File: config.mk
export PLATFORM = sky130hd
export DESIGN_NAME = eco_vec_driver_flat
export DESIGN_NICKNAME = d
export VERILOG_FILES = /design/src/rtl/eco_test_pkg.sv /design/src/rtl/eco_vec_driver_if.sv /design/src/rtl/eco_vec_driver_misr.sv /design/src/rtl/eco_vec_driver.sv /design/src/flat_wrapper.sv
export SDC_FILE = /design/constraint.sdc
export NUM_CORES = 1
export LEC_CHECK = 0
export ABC_AREA = 1
export CAP_MARGIN = 5
export CORE_MARGIN = 2
export CORE_UTILIZATION = 48
export DETAILED_ROUTE_END_ITERATION = 7
export GPL_TIMING_DRIVEN = 1
export MAX_ROUTING_LAYER = met4
export PLACE_DENSITY = 0.79
export SLEW_MARGIN = 15
export SYNTH_ARGS = -nofsm -noshare
export SYNTH_HDL_FRONTEND = slang
export SYNTH_SLANG_ARGS = --single-unit
File: constraint.sdc
create_clock -name clk -period 1.9 [get_ports clk]
set_input_delay 0.38 -clock clk [delete_from_list [all_inputs] [get_ports clk]]
set_output_delay 0.38 -clock clk [all_outputs]
set_load 0.1 [all_outputs]
File: src/rtl/eco_test_pkg.sv
// Shared state encoding and MISR arithmetic for the ECO vector driver.
// Combinational helpers only; no clocked logic here.
package eco_test_pkg;

  typedef enum logic [1:0] {
    IDLE    = 2'd0,
    HOLD    = 2'd1,
    CAPTURE = 2'd2,
    FINISH  = 2'd3
  } state_t;

  localparam logic [15:0] MISR_POLY    = 16'h1021;
  localparam logic [15:0] SEED_DEFAULT = 16'hFFFF;

  // One MISR shift: multiply by x modulo the polynomial, then fold in the response.
  function automatic logic [15:0] misr_step(input logic [15:0] sig, input logic [15:0] din);
    return ({sig[14:0], 1'b0} ^ (sig[15] ? MISR_POLY : 16'h0000)) ^ din;
  endfunction

endpackage

File: src/rtl/eco_vec_driver_if.sv
// Stimulus/response bundle between eco_vec_driver (master) and the ECO harness (slave).
// ECO_VEC_CMP_EN adds the golden-response compare signals.
interface eco_vec_driver_if #(
  parameter int A_W   = 4,
  parameter int B_W   = 4,
  parameter int Y_W   = 4,
  parameter int SIG_W = 16
);

  logic                 start;
  logic [A_W-1:0]       vec_a;
  logic [B_W-1:0]       vec_b;
  logic [Y_W-1:0]       resp_y;
  logic                 busy;
  logic                 done;
  logic [A_W+B_W-1:0]   vec_idx;
  logic [SIG_W-1:0]     sig;

`ifdef ECO_VEC_CMP_EN
  logic [Y_W-1:0]       resp_y_ref;
  logic                 mismatch;
  logic [A_W+B_W-1:0]   fail_idx;

  modport master (
    input  start, resp_y, resp_y_ref,
    output vec_a, vec_b, busy, done, vec_idx, sig, mismatch, fail_idx
  );

  modport slave (
    output start, resp_y, resp_y_ref,
    input  vec_a, vec_b, busy, done, vec_idx, sig, mismatch, fail_idx
  );
`else
  modport master (
    input  start, resp_y,
    output vec_a, vec_b, busy, done, vec_idx, sig
  );

  modport slave (
    output start, resp_y,
    input  vec_a, vec_b, busy, done, vec_idx, sig
  );
`endif

endinterface

File: src/rtl/eco_vec_driver_misr.sv
// 16-bit MISR: loads SEED on load_seed, folds din in on en; one-cycle update latency.
// No backpressure; load_seed takes priority over en.
module eco_misr16
  import eco_test_pkg::*;
#(
  parameter logic [15:0] SEED = SEED_DEFAULT
) (
  input  logic        clk,
  input  logic        rst,
  input  logic        load_seed,
  input  logic        en,
  input  logic [15:0] din,
  output logic [15:0] sig
);

  logic [15:0] sig_q, sig_d;

  always_comb begin
    sig_d = sig_q;
    if (load_seed) begin
      sig_d = SEED;
    end else if (en) begin
      sig_d = misr_step(sig_q, din);
    end
  end

  always_ff @(posedge clk) begin
    if (rst) begin
      sig_q <= SEED;
    end else begin
      sig_q <= sig_d;
    end
  end

  assign sig = sig_q;

endmodule

File: src/rtl/eco_vec_driver.sv
// Exhaustive (a,b) sweep into an ECO test circuit with each y compacted into a MISR; each vector
// held SETTLE+1 cycles, no backpressure. Macro ECO_VEC_CMP_EN adds a sticky golden-output compare.
module eco_vec_driver
  import eco_test_pkg::*;
#(
  parameter int          A_W    = 4,
  parameter int          B_W    = 4,
  parameter int          Y_W    = 4,
  parameter int          SIG_W  = 16,
  parameter int          SETTLE = 1,
  parameter logic [15:0] SEED   = SEED_DEFAULT
) (
  input logic              clk,
  input logic              rst,
  eco_vec_driver_if.master bus
);

  localparam int               IDX_W    = A_W + B_W;
  localparam logic [IDX_W-1:0] IDX_LAST = '1;
  localparam logic [IDX_W-1:0] IDX_ONE  = IDX_W'(1);
  localparam logic [3:0]       CNT_LAST = (SETTLE == 0) ? 4'd0 : 4'(SETTLE - 1);
  // With no settle time every cycle is a capture, so HOLD is never entered.
  localparam state_t           FIRST_ST = (SETTLE == 0) ? CAPTURE : HOLD;

  state_t             state_q, state_d;
  logic [IDX_W-1:0]   idx_q, idx_d;
  logic [3:0]         cnt_q, cnt_d;
  logic               busy, done;
  logic               start_sweep, capture, last_vec;
  logic [Y_W-1:0]     resp;
  logic [SIG_W-1:0]   misr_din, misr_sig;

  assign start_sweep = (state_q == IDLE) && bus.start;
  assign capture     = (state_q == CAPTURE);
  assign last_vec    = (idx_q == IDX_LAST);

  always_ff @(posedge clk) begin
    if (rst) begin
      state_q <= IDLE;
    end else begin
      state_q <= state_d;
    end
  end

  always_comb begin
    state_d = state_q;
    case (state_q)
      IDLE:    if (bus.start) state_d = FIRST_ST;
      HOLD:    if (cnt_q == CNT_LAST) state_d = CAPTURE;
      CAPTURE: state_d = last_vec ? FINISH : FIRST_ST;
      FINISH:  state_d = IDLE;
      default: state_d = IDLE;
    endcase
  end

  always_comb begin
    busy = (state_q == HOLD) || (state_q == CAPTURE);
    done = (state_q == FINISH);
  end

  always_comb begin
    idx_d = idx_q;
    cnt_d = cnt_q;
    case (state_q)
      IDLE: begin
        if (bus.start) begin
          idx_d = '0;
          cnt_d = '0;
        end
      end
      HOLD:    cnt_d = cnt_q + 4'd1;
      CAPTURE: begin
        // The last vector stays on the bus through FINISH and IDLE.
        if (!last_vec) begin
          idx_d = idx_q + IDX_ONE;
          cnt_d = '0;
        end
      end
      default: ;
    endcase
  end

  always_ff @(posedge clk) begin
    if (rst) begin
      idx_q <= '0;
      cnt_q <= '0;
    end else begin
      idx_q <= idx_d;
      cnt_q <= cnt_d;
    end
  end

  assign resp     = bus.resp_y;
  assign misr_din = SIG_W'(resp);

  eco_misr16 #(
    .SEED (SEED)
  ) u_misr (
    .clk       (clk),
    .rst       (rst),
    .load_seed (start_sweep),
    .en        (capture),
    .din       (misr_din),
    .sig       (misr_sig)
  );

  assign bus.vec_a   = idx_q[IDX_W-1:B_W];
  assign bus.vec_b   = idx_q[B_W-1:0];
  assign bus.vec_idx = idx_q;
  assign bus.busy    = busy;
  assign bus.done    = done;
  assign bus.sig     = misr_sig;

`ifdef ECO_VEC_CMP_EN
  logic             mismatch_q, mismatch_d;
  logic [IDX_W-1:0] fail_idx_q, fail_idx_d;

  // Only the first differing vector of a sweep is recorded.
  always_comb begin
    mismatch_d = mismatch_q;
    fail_idx_d = fail_idx_q;
    if (start_sweep) begin
      mismatch_d = 1'b0;
    end else if (capture && (bus.resp_y != bus.resp_y_ref) && !mismatch_q) begin
      mismatch_d = 1'b1;
      fail_idx_d = idx_q;
    end
  end

  always_ff @(posedge clk) begin
    if (rst) begin
      mismatch_q <= 1'b0;
      fail_idx_q <= '0;
    end else begin
      mismatch_q <= mismatch_d;
      fail_idx_q <= fail_idx_d;
    end
  end

  assign bus.mismatch = mismatch_q;
  assign bus.fail_idx = fail_idx_q;
`endif

endmodule

File: src/flat_wrapper.sv
// flat-port wrapper written by rule: the top's interface ports become plain ports
module eco_vec_driver_flat import eco_test_pkg::*;
#(
  parameter int          A_W    = 4,
  parameter int          B_W    = 4,
  parameter int          Y_W    = 4,
  parameter int          SIG_W  = 16,
  parameter int          SETTLE = 1,
  parameter logic [15:0] SEED   = SEED_DEFAULT
)
  (clk, rst, bus_start, bus_resp_y, bus_vec_a, bus_vec_b, bus_busy, bus_done, bus_vec_idx, bus_sig);
  eco_vec_driver_if #(.A_W(A_W), .B_W(B_W), .Y_W(Y_W), .SIG_W(SIG_W)) bus_i ();
  input logic clk;
  input logic rst;
  input wire logic [$bits(bus_i.start)-1:0] bus_start;
  input wire logic [$bits(bus_i.resp_y)-1:0] bus_resp_y;
  output wire logic [$bits(bus_i.vec_a)-1:0] bus_vec_a;
  output wire logic [$bits(bus_i.vec_b)-1:0] bus_vec_b;
  output wire logic [$bits(bus_i.busy)-1:0] bus_busy;
  output wire logic [$bits(bus_i.done)-1:0] bus_done;
  output wire logic [$bits(bus_i.vec_idx)-1:0] bus_vec_idx;
  output wire logic [$bits(bus_i.sig)-1:0] bus_sig;
  assign bus_i.start = bus_start;
  assign bus_i.resp_y = bus_resp_y;
  assign bus_vec_a = bus_i.vec_a;
  assign bus_vec_b = bus_i.vec_b;
  assign bus_busy = bus_i.busy;
  assign bus_done = bus_i.done;
  assign bus_vec_idx = bus_i.vec_idx;
  assign bus_sig = bus_i.sig;
  eco_vec_driver #(.A_W(A_W), .B_W(B_W), .Y_W(Y_W), .SIG_W(SIG_W), .SETTLE(SETTLE), .SEED(SEED)) u_core (.clk(clk), .rst(rst), .bus(bus_i));
endmodule
# Word-level counts from Yosys, hierarchy flattened
# Index checks and enable logic that the tools add are counted.
dict set report classes {
  addsub 2
  multipliers 0
  div 0
  order_cmp 0
  eq_ne 7
  shift 0
  muxes 11
  bitwise_logic 2
  reduce_logical 10
}
# operator n
set op_table {}
lappend op_table {{2-to-1 mux 8 bit} 2}
lappend op_table {{one-hot mux 8 bit (2 select lines)} 1}
lappend op_table {{bitwise XOR 16 bit} 1}
lappend op_table {{bitwise XOR 16 x 4 -> 16 bit} 1}
lappend op_table {{2-to-1 mux 13 bit} 1}
lappend op_table {{one-hot mux 4 bit (3 select lines)} 1}
lappend op_table {{adder 8 x 1 -> 8 bit, second input constant} 1}
lappend op_table {{equality test 8 bit, second input constant} 1}
lappend op_table {{2-to-1 mux 4 bit} 2}
lappend op_table {{one-hot mux 2 bit (4 select lines)} 1}
lappend op_table {{2-to-1 mux 2 bit} 3}
lappend op_table {{AND reduction 3 bit} 2}
lappend op_table {{adder 4 x 1 -> 4 bit, second input constant} 1}
lappend op_table {{equality test 2 bit, second input constant} 2}
lappend op_table {{zero test 4 bit} 1}
lappend op_table {{!= test 2 bit, second input constant} 2}
lappend op_table {{nonzero test 3 bit} 1}
lappend op_table {{equality test 2 x 1 -> 1 bit, second input constant} 1}
lappend op_table {{zero test 2 bit} 1}
lappend op_table {{!= test 2 x 1 -> 1 bit, second input constant} 1}
lappend op_table {{AND reduction 2 bit} 1}
lappend op_table {{nonzero test 2 bit} 1}
lappend op_table {{OR reduction 2 bit} 1}
lappend op_table {{logical AND 1 bit} 1}
lappend op_table {{logical OR 1 bit} 1}
dict set report word_totals {
  regBits 30
  latch_bits 0
  ramBits 0
  romBits 0
  out_inout_bits 34
  wordCells 36
  mem_count 0
}

# Logic depth before layout (Yosys ltp)
dict set report logic_depth {
  depth_word 3
  mapped_depth 9
}

# By module
# From an unflattened synthesis, not the netlist that was laid out.
dict set report unflattened {
  hier_cells 256
  area_unflattened_um2 1801.7
}
# module n_inst cells_per_inst area_per_inst_um2
set modules_own_cells {}
lappend modules_own_cells {eco_vec_driver 1 155 1029.7}
lappend modules_own_cells {eco_misr16 1 101 772.0}

# Least setup slack after synthesis
# OpenSTA, ideal clock, no wires.
dict set report synth_timing {
  kind {register to register}
  from {reg u_core.idx_q[1], in the netlist u_core.bus.vec_idx[1]}
  to {reg u_core.idx_q[3], in the netlist u_core.bus.vec_idx[3]}
  setup_time_ns 0.110
  arrival_ns 2.023
  required_time_ns 1.790
  slack_ns -0.233
  stages_incl_launch_ff 10
  n_path_buf 1
  path_cell_list {dfxtp_1 -> ha_1 -> nand2_2 -> nor2_4 -> nand3_2 -> buf_6 -> nand4_1 -> nand2_1 -> clkinv_1 -> nor2_1}
}
dict set report synth_via {
  elab_chain_cells 3
  word_cells_on_any_way 6
  classes_between {add/sub: 1; eq/ne: 2; mux: 2; reduce/logical: 1}
}
# item line
set synth_rtl {}
lappend synth_rtl {{start: declaration} eco_vec_driver.sv:26} ;# logic [IDX_W-1:0] idx_q, idx_d;
lappend synth_rtl {{start signal: assignment} eco_vec_driver.sv:88} ;# idx_q <= idx_d;
lappend synth_rtl {{adder 8 x 1 -> 8 bit / equality test 8 bit (equally long branches)} {eco_vec_driver.sv:75, eco_vec_driver.sv:35}}
lappend synth_rtl {{2-to-1 mux 8 bit / != test 2 bit (equally long branches)} -}
lappend synth_rtl {{one-hot mux 8 bit (2 select lines) / AND reduction 3 bit (equally long branches)} -}
# Parallel ways exist; a longest one is shown, timed or not. The select of a mux whose other input is x is not followed.
# A chain may end at the register's enable or synchronous reset.

# Worst setup path after layout
dict set report layout_timing {
  from {reg u_core.state_q[1]}
  to {out bus_busy}
}
dict set report layout_via {
  elab_chain_cells 2
  word_cells_on_any_way 3
  classes_between {eq/ne: 2; reduce/logical: 1}
}
# item line
set layout_rtl {}
lappend layout_rtl {{start: declaration} eco_vec_driver.sv:25} ;# state_t state_q, state_d;
lappend layout_rtl {{start signal: assignment} eco_vec_driver.sv:41} ;# state_q <= state_d;
lappend layout_rtl {{equality test 2 x 1 -> 1 bit / equality test 2 bit (equally long branches)} eco_vec_driver.sv:57} ;# busy = (state_q == HOLD) || (state_q == CAPTURE);
lappend layout_rtl {{logical OR 1 bit (*)} eco_vec_driver.sv:57}
lappend layout_rtl {{end: declaration} flat_wrapper.sv:19} ;# output wire logic [$bits(bus_i.busy)-1:0] bus_busy;
# Every way passes the cells marked *; elsewhere a longest branch is shown, timed or not.

==> flow_metrics.tcl <==
set metrics [dict create \
    outcome "complete, no violations" \
    ff2ff_path_depth 7 \
    synth_top_area_cell "dfxtp_1" \
    fp.dieW_um 61.94 \
    grt_overflow 0 \
    antenna_found_initial 0 \
    p_comb_share_pct 48.1 \
    seqPwrFrac_pct 33.8 \
    p_clk_share_pct 18.1 \
    use_met3_pct 6.418 \
    dp_hpwl_um 2797 \
    post_drt_wl_per_cell_um 11.63 \
    first_global_vias 1367 \
    maxCapViolCount 0 \
    dieArea_mm2 0.003837 \
    yosys.area.top_type_share_pct 37.27 \
    ir_drop_v 0.0007404 \
    syn_inst 229 \
    grt_pass1_wl_um 5796 \
    die_h_um 61.94 \
    slew_headroom_pct 78.25 \
    timing.setup.tns_ps 0 \
    critPathKind "flip-flop to output pin" \
    area_delta_synth_final_pct 43.56 \
    leakage_nw 1.037 \
    drt_wl_total_um 3652 \
    ys_types 23 \
    synth_warnings 0 \
    finClkSkew_ps 9.583 \
    yosysMostFrequentCell "nand2_1" \
    postLayoutCoreUtil_pct 70.44 \
    finalHoldViolCount 0 \
    grt_setup_unrepaired "no" \
    end_kind "output pin" \
    n_antenna_cell 0 \
    clockBufferDepth 2 \
    tightest_slew_ps 326.2 \
    cts_tree "yes" \
    sw_frac_of_total_pct 46.23 \
    synth.area.top_cells "dfxtp_1, nand2_1, nand3_1, ha_1, a21oi_1" \
    hp-class "flip-flop to flip-flop" \
    ios 41 \
    hold_ws_ps 490.0 \
    postCtsSetupBuffers 0 \
    crit_arrival_ps 1340 \
    synth_edf_count 0 \
    ctsRootBufferMaster "clkbuf_4" \
    whs_path_depth 2 \
    p_int_w 0.001199 \
    met2_usage_pct 31.10 \
    clk_latency_ps 330 \
    async_flop_share_pct 0 \
    setup_viol 0 \
    seq_area_frac_synth_pct 37.27 \
    synth_area_mm2 0.001612 \
    rows 21 \
    ant_nets 0 \
    drt-pass1-iter-count 4 \
    start_kind "flip-flop" \
    cts_buffers 5 \
    period_minus_slack_ps 1722 \
    met1_usage_pct 25.95 \
    cts_resized 0 \
    top_usage_layer "met2" \
    grt_usage_pct 20.76 \
    fin_nets 282 \
    p_per_area_mw_per_mm2 964.3 \
    clk_pin_slew_ps 90 \
    io_buffers 40 \
    ys.flop_type "dfxtp_1" \
    drc_errors 0 \
    initial_core_util_pct 49.07 \
    core_mm2 0.003284 \
    cp.required_ps 1520 \
    grt_max_degree 19 \
    worstPathMaxFanout 4 \
    cts_sinks 30 \
    ys_ff_latch 30 \
    slew_violations 0 \
    syn-num-nets 244 \
    viasPerCell 5.061 \
    synth_commonest_cells "nand2_1, dfxtp_1, nand3_1, a21oi_1, inv_1" \
    h-tree-depth 2 \
    drive_gt1_share_pct 25.00 \
    fillCellCount 246 \
    syn_avg_cell_area_um2 7.037 \
    via_count 1589 \
    gp_congestion 0.9000 \
    fmax_mhz 580.8 \
    drtIter0Drc 112 \
    p_switching_w 0.001031 \
    period_share_pct 90.62 \
    cts_hold_buf 0 \
]
critical path, stage by stage, from the launching register on:
cell and delay, ps:
dfxtp_1 400, inv_1 110, ha_1 330, buf_12 180
power groups by stage:
stage / registers [W] / logic (W) / clock network, W
6_report: 0.000754 / 0.00107 / 0.000404
3_5_place_dp: 0.000767 / 0.00107 / 0
4_1_cts: 0.000753 / 0.00108 / 0.000409
2_1_floorplan: 0.00104 / 0.000505 / 0
5_1_grt: 0.000762 / 0.00114 / 0.000438
3_3_place_gp: 0.000766 / 0.00104 / 0
kinds of logic (layout without fill, tap and decap cells):
family,Yosys count,after routing,share of synthesized area [%]
simple gates,126,126,36.10
buf+inv,40,79,12.42
flops,30,30,37.27
compound gates,25,25,7.997
fa+ha+maj,8,8,6.211
layout make-up:
cell class	count	area (µm²)	share of cell area (%)
Multi-Input combinational cell	159	810.8	35.05
Inverter	23	86.33	3.732
Tap cell	46	57.56	2.488
Sequential cell	30	606.8	26.23
Clock inverter	2	12.51	0.5408
Timing Repair Buffer	48	688.2	29.75
Clock buffer	6	51.30	2.217
metal layers:
metal / wire length, µm / share of wire (%)
met2: 1842 / 50
met3: 183 / 5.0
met4: 63 / 1.7
met5: 0 / 0
met1: 1563 / 43
worst paths after layout:
kind	startpoint	endpoint	slack, ps
max	u_core.state_q[1]	bus_busy	180
min	u_core.cnt_q[3]	u_core.cnt_q[3]	490
max reg2reg	u_core.bus.vec_idx[1]	u_core.bus.vec_idx[6]	200
min reg2reg	u_core.cnt_q[3]	u_core.cnt_q[3]	490
cells in the final DEF, fill, tap and decap left out:
cell type        count
dfxtp_2              5
a21oi_1             17
buf_12              25
clkinvlp_4           1
inv_1               17
clkinv_1             3
nand4_1             13
dfxtp_1             25
nand3_2              3
nor2_1              11
nand3_1             23
a21oi_2              1
clkdlybuf4s50_1      6
o21ai_0              7
nor3_1               2
ha_1                 8
nand2_1             68
nor2_4               2
nand2_2              2
or2_2                1
clkbuf_4             5
buf_4               17
inv_2                3
nand3b_1             1
clkinv_2             1
clkbuf_8             1
flip-flops by register name, indices dropped and copies added (netlist names):
name / flops
u_core.state_q: 2
u_core.cnt_q: 4
u_core.bus.vec_idx: 8
u_core.u_misr.sig: 16
per-stage QoR:
| step | total power [W] | setup slack, ps | cells | instance area [µm²] |
|---|---|---|---|---|
| CTS | 0.002237 | 107.3 | 314 | 2313 |
| detailed placement | 0.001840 | 32.25 | 306 | 2250 |
| global placement | 0.001810 | 98.75 | 306 | 2250 |
| floorplan | 0.001543 | 2.322 | 229 | 1618 |
| global route | 0.002343 | 110.2 | 314 | 2313 |
| finish | 0.002231 | 178.1 | 314 | 2313 |
Note: power is estimated with default switching activity, not from simulation.
